**src/rtl/phase_sequencer.sv**
```systemverilog
// Instruction phase sequencer: run/halt/step control around a 0..PHASES-1 phase
// counter with per-instruction terminal phase, stall input and one-hot decode.
module phase_sequencer #(
  parameter int PHASES = 10,
  parameter int LOG    = 0
) (
  input  logic       clk,
  input  logic       mr,
  input  logic       run,
  input  logic       _wait,
  input  logic       step_req,
  input  logic [3:0] last_phase,
  output logic [3:0] phase,
  output logic [9:0] q,
  output logic       _co,
  output logic       eot,
  output logic       step_ack,
  output logic       halted
);

  localparam logic [1:0] S_HALT = 2'd0;
  localparam logic [1:0] S_RUN  = 2'd1;
  localparam logic [1:0] S_STEP = 2'd2;

  localparam logic [3:0] MAX_PHASE = 4'(PHASES - 1);

  // Out-of-range sizing stops elaboration; LOG only selects tracing in simulation.
  if (PHASES < 2 || PHASES > 10 || LOG < 0) begin : g_bad_param
    $error("phase_sequencer: PHASES must be 2..10 and LOG non-negative");
  end

  logic [1:0] state, state_next;
  logic [3:0] term;
  logic [3:0] phase_next;
  logic [3:0] clamped_last;
  logic [3:0] eterm;
  logic       adv;

  // The terminal phase is sampled live at phase 0, then held for the instruction.
  assign clamped_last = (last_phase > MAX_PHASE) ? MAX_PHASE : last_phase;
  assign eterm        = (phase == 4'd0) ? clamped_last : term;
  assign adv          = ((state == S_RUN) || (state == S_STEP)) && _wait;
  assign eot          = adv && (phase == eterm);

  assign halted = (state == S_HALT);
  assign q      = 10'b1 << phase;
  assign _co    = (phase <= 4'd4);

  always_comb begin
    // NOTE: every combinational output gets a default first so no path infers a latch.
    state_next = state;
    phase_next = phase;
    unique case (state)
      S_HALT: begin
        phase_next = 4'd0;
        if (run)           state_next = S_RUN;
        else if (step_req) state_next = S_STEP;
      end
      S_RUN: begin
        if (eot && !run) state_next = S_HALT;
      end
      S_STEP: begin
        if (eot) state_next = S_HALT;
      end
      default: begin
        state_next = S_HALT;
        phase_next = 4'd0;
      end
    endcase
    if (adv) phase_next = eot ? 4'd0 : phase + 4'd1;
  end

  // NOTE: sequential state uses non-blocking assignments so all registers update together.
  always_ff @(posedge clk) begin
    if (mr) begin
      state    <= S_HALT;
      phase    <= 4'd0;
      term     <= MAX_PHASE;
      step_ack <= 1'b0;
    end else begin
      state    <= state_next;
      phase    <= phase_next;
      step_ack <= (state == S_STEP) && eot;
      if (adv && (phase == 4'd0)) term <= eterm;
    end
  end

endmodule

```
**config.mk**
```make
export PLATFORM = sky130hd
export DESIGN_NAME = phase_sequencer
export DESIGN_NICKNAME = d
export VERILOG_FILES = /design/src/rtl/phase_sequencer.sv
export SDC_FILE = /design/constraint.sdc
export NUM_CORES = 1
export LEC_CHECK = 0
export CORE_UTILIZATION = 25
export CTS_BUF_LIST = sky130_fd_sc_hd__clkbuf_16
export DETAILED_ROUTE_END_ITERATION = 10
export PLACE_DENSITY = 0.48
export SLEW_MARGIN = 20
export SYNTH_ARGS = -nofsm -noshare
export SYNTH_HDL_FRONTEND = slang
export SYNTH_SLANG_ARGS = --single-unit
```
**constraint.sdc**
```tcl
create_clock -name clk -period 4.25 [get_ports clk]
set_clock_uncertainty 0.2 [all_clocks]
set_input_delay 1.0625 -clock clk [delete_from_list [all_inputs] [get_ports clk]]
set_output_delay 1.0625 -clock clk [all_outputs]
set_load 0.005 [all_outputs]
```
## Yosys cells after proc, flatten, opt, wreduce, memory -nomap -nowiden

Index checks and enable logic that the tools add are counted.

| operators by class | value |
|---|---|
| divide/modulo/power cells | 0 |
| multipliers | 0 |
| shift operators | 1 |
| bitwise logic cells | 0 |
| mux-type cells | 10 |
| equality and inequality tests | 7 |
| reductions and logical operators | 11 |
| add/subtract/negate cells | 1 |
| magnitude comparators | 2 |

Operator list:

| kind | count |
|---|---|
| 4-bit 2-to-1 mux | 5 |
| 1-bit by 4-bit << shifter with 10-bit output, first input constant | 1 |
| 2-bit 2-to-1 mux | 4 |
| 2-bit one-hot mux with 3 select lines | 1 |
| 1-bit logical AND | 5 |
| 4-bit by 1-bit adder with 4-bit output, second input constant | 1 |
| 4-bit == test | 1 |
| 4-bit > comparator, second input constant | 1 |
| 4-bit by 3-bit less-or-equal comparator with 1-bit output, second input constant | 1 |
| 4-bit logical NOT | 1 |
| 2-bit by 1-bit inequality test with 1-bit output, second input constant | 2 |
| 3-bit inequality test, second input constant | 1 |
| 3-bit AND reduction | 1 |
| 2-bit by 1-bit == test with 1-bit output, second input constant | 1 |
| 2-bit == test, second input constant | 1 |
| 2-bit logical NOT | 1 |
| 2-bit inequality test, second input constant | 1 |
| 2-bit OR reduction | 1 |
| 1-bit logical NOT | 1 |
| 1-bit logical OR | 1 |

| word-level totals | value |
|---|---|
| bits in writable memories | 0 |
| bits in latches | 0 |
| memories | 0 |
| bits in read-only memories | 0 |
| output and inout bits | 18 |
| register bits after elaboration | 11 |
| logic and storage cells | 36 |

## Depth between registers and ports, before layout

| depth | value |
|---|---|
| word-level depth | 8 |
| mapped depth | 9 |
| mapped depth without buffers | 9 |

## Least setup slack after synthesis

Ideal clock, no wire load.

| timing | value |
|---|---|
| path kind | input to output |
| from | input port last_phase[3] |
| to | output port eot |
| cell stages on the path | 4 |
| arrival time | 2.077 ns |
| setup slack | 0.911 ns |
| data required time | 2.988 ns |
| cell sequence | or4b_4 -> o211ai_2 -> nand4_4 -> nor4_4 |

| on the way | value |
|---|---|
| cells in the longest elaborated chain, start to end | 5 |

RTL lines:

| what | line | RTL |
|---|---|---|
| from (decl) | 12 | `input logic [3:0] last_phase,` |
| 4-bit > comparator | 40 | `assign clamped_last = (last_phase > MAX_PHASE) ? MAX_PHASE : last_phase;` |
| 4-bit 2-to-1 mux (*) | 40 |  |
| 4-bit 2-to-1 mux (*) | 41 | `assign eterm = (phase == 4'd0) ? clamped_last : term;` |
| 4-bit == test (*) | 43 | `assign eot = adv && (phase == eterm);` |
| 1-bit logical AND (*) | 43 |  |
| to (decl) | 16 | `output logic eot,` |

Every way passes the cells marked *; elsewhere a longest branch is shown, timed or not.

## Final worst setup path

Ends and elaborated chain as after synthesis.

==> impl_metrics.yaml <==
min_path:
  min_to: "term[3]"
  min_path_cells: 2
  hold_start: "term[3]"
  hold_path_class: "register to register"
final_layout:
  num_antenna_cells: 0
  layout-drive-gt1-share: 0.163
  fin_nets: 160
  final_cell_mix: "25 x clkdlybuf4s50_1, 13 x nor2_1, 11 x dfxtp_1, 9 x inv_1, 9 x ha_1"
  fillers: 367
  post-route-util: 0.394
  area_growth_syn_to_layout_pct: 46.1
  design_area_um2: 1360
  final_common_cell: "clkdlybuf4s50_1"
floorplanning:
  die_w_um: 62.9
  rows: 21
  ios: 27
  core_region_area_um2: 3440
  die_area_um2: 3960
  die_y_um: 62.9
  initial_core_util: 0.270
worst_setup_path:
  crit_path_top_delay_cell: "or4b_4"
  cp_slowest_stage_delay_ps: 490
  cpLargestDelayFamily: "simple AND/OR/NAND/NOR gates"
  cp_cell_sequence: "clkdlybuf4s50_1 > or4b_4 > o211ai_2 > nand4_4 > nor4_4 > dlygate4sd2_1"
  r2r-start: "phase[0]"
  startpoint_type: "input pin"
  crit_buf_inv: 2
  required_ps: 2990
  r2r-end: "phase[3]"
  worstSetupPathType: "input pin to primary output"
  critical_path.max_fanout: 2
  cp.arrival_ps: 2760
  cp-end-kind: "primary output"
  r2r_cells: 9
  rrSetupSlack_ps: 1600
synthesis:
  async_flop_share: 0
  syn_area_um2: 928
  seq_area_frac_synth: 0.237
  synth_top_flop_cell: "dfxtp_1"
  synth-edff-count: 0
  avgSynthCellArea_um2: 8.68
  syn_nets: 125
  synth_area_leaders: "dfxtp_1 24%, ha_1 12%, nor2_1 5.3%"
  synth_warnings: 0
  synth.distinct_cells: 39
  ys_ff_latch: 11
  yosysTopAreaCell: "dfxtp_1"
  netlist_instances: 107
  yosysTopAreaCellShare: 0.237
route:
  drtIter0Drc: 26
  drt_first_pass_iters: 4
  vias: 868
  wl_met2_um: 1090
  ant_nets: 0
  route.detailed.wl_per_inst_um: 12.3
  m1WireLength_um: 1120
  vias_per_cell: 4.64
  met3WireLength_um: 74
  dr.max_layer_used: "met4"
  wirelength_um: 2300
  drc_errors: 0
sta:
  rsz0062_at_grt: "no"
  setup_viol: 0
  relSlewSlack: 0.674
  timing_worst_slew_pin_value_ps: 487
  setup_slack_ps: 228
  fmax_ghz: 0.249
  final-hold-violation-count: 0
  period_minus_slack_ps: 4020
  maxSlewViolCount: 0
  post-route-period-util: 0.946
clock_tree:
  cts.sinks: 11
  worstSkewPairLatency_ps: 240
  htreeDepth: 1
  cts_buffers: 3
  clock-root-buffer: "clkbuf_16"
  cts_tree: "yes"
  cts_setup_buffers: 0
  clockBufferDepth: 2
  path_clk_slew_ps: 40
place:
  dp_slack_ps: -66.0
  dp_hpwl_um: 1740
  dpl-instance-area_um2: 1280
  numPortBuffers: 26
  place.gp.congestion: 0.751
global_route:
  antenna_found_initial: 0
  grt_first_pass_wirelength_um: 3930
  grt_max_degree: 15
  gr-total-overflow: 0
  grt_use_total: 0.129
  grt_pass1_vias: 820
power_and_ir_drop:
  powerDensity_nw_per_um2: 374
  p_leak_nw: 0.560
  ir_drop_mv: 0.139
  power_mw: 0.507
flow_run:
  drv_cap: 0
run_status:
  run_status: "completed"
==> metal layers <==
metal	track usage	vias up
met4	0.0436	0
met1	0.169	406
li1	-	445
met5	0	-
met2	0.195	15
met3	0.0420	2
==> report_power, final <==
part | switching [mW] | internal (mW) | leakage (nW)
clock | 0.0453 | 0.123 | 0.0423
sequential | 0.00948 | 0.119 | 0.0894
combinational | 0.105 | 0.105 | 0.429
==> flip-flops by register name (all words and copies together) (netlist names) <==
signal	cells
phase	4
term	4
state	2
step_ack	1
==> worst reg2reg max path, stage by stage, from the launching register on <==
cell      delay (ps)
dfxtp_1          300
inv_1             80
ha_1             330
or3b_1           440
o21ai_0          160
nand4_4          150
buf_4            160
o311ai_2         450
o21a_1           210
a211oi_2          40
==> metrics by stage <==
step,cells,hold WS [ps],TNS [ps]
after floorplan,107,252,0
after global placement,183,276,-44.4
after detailed placement,183,278,-66.0
after CTS,187,284,0
after global routing,187,304,0
final,187,278,0
==> cell type report <==
type / count / area (um2) / area share
clock buffer: 3 / 75.1 / 0.0554
sequential: 11 / 220 / 0.162
clock inverter: 1 / 3.75 / 0.00277
timing repair buffer: 33 / 312 / 0.230
multi-input combinational: 84 / 654 / 0.482
tap: 46 / 57.6 / 0.0424
inverter: 9 / 33.8 / 0.0249
==> cells by family after synthesis <==
family,after synthesis,synth area share
compound gates,19,0.181
fa+ha+maj,9,0.121
simple gates,53,0.364
buf+inv,12,0.0579
mux,2,0.0216
flops,11,0.237
xor+xnor,1,0.0175
==> timing repair <==
item / 4_1_cts / 5_1_grt
gates resized for setup: 1 / 0
hold buffers: 0 / 0
setup endpoints to repair: 1 / 0
==> synth_stat cells (2+ instances only) <==
library cell / count
a21oi_1: 3
nand2b_1: 5
a2bb2oi_1: 2
o21a_1: 4
nand3_1: 2
o21ai_0: 2
inv_1: 8
mux2i_1: 2
and3_1: 7
nor2b_1: 6
nand2_1: 7
ha_1: 9
dfxtp_1: 11
nor2_1: 13
nand3b_1: 2
==> worst max path at each step <==
stage	startpoint	end	slack (ps)	depth (start not counted)
after floorplan	last_phase[3]	eot	910	4
after global placement	last_phase[3]	eot	-40	6
after detailed placement	last_phase[3]	eot	-70	6
after CTS	last_phase[3]	eot	210	6
after global routing	last_phase[3]	eot	150	6
final	last_phase[3]	eot	230	6
No activity file was read; power rests on OpenSTA's default activity.
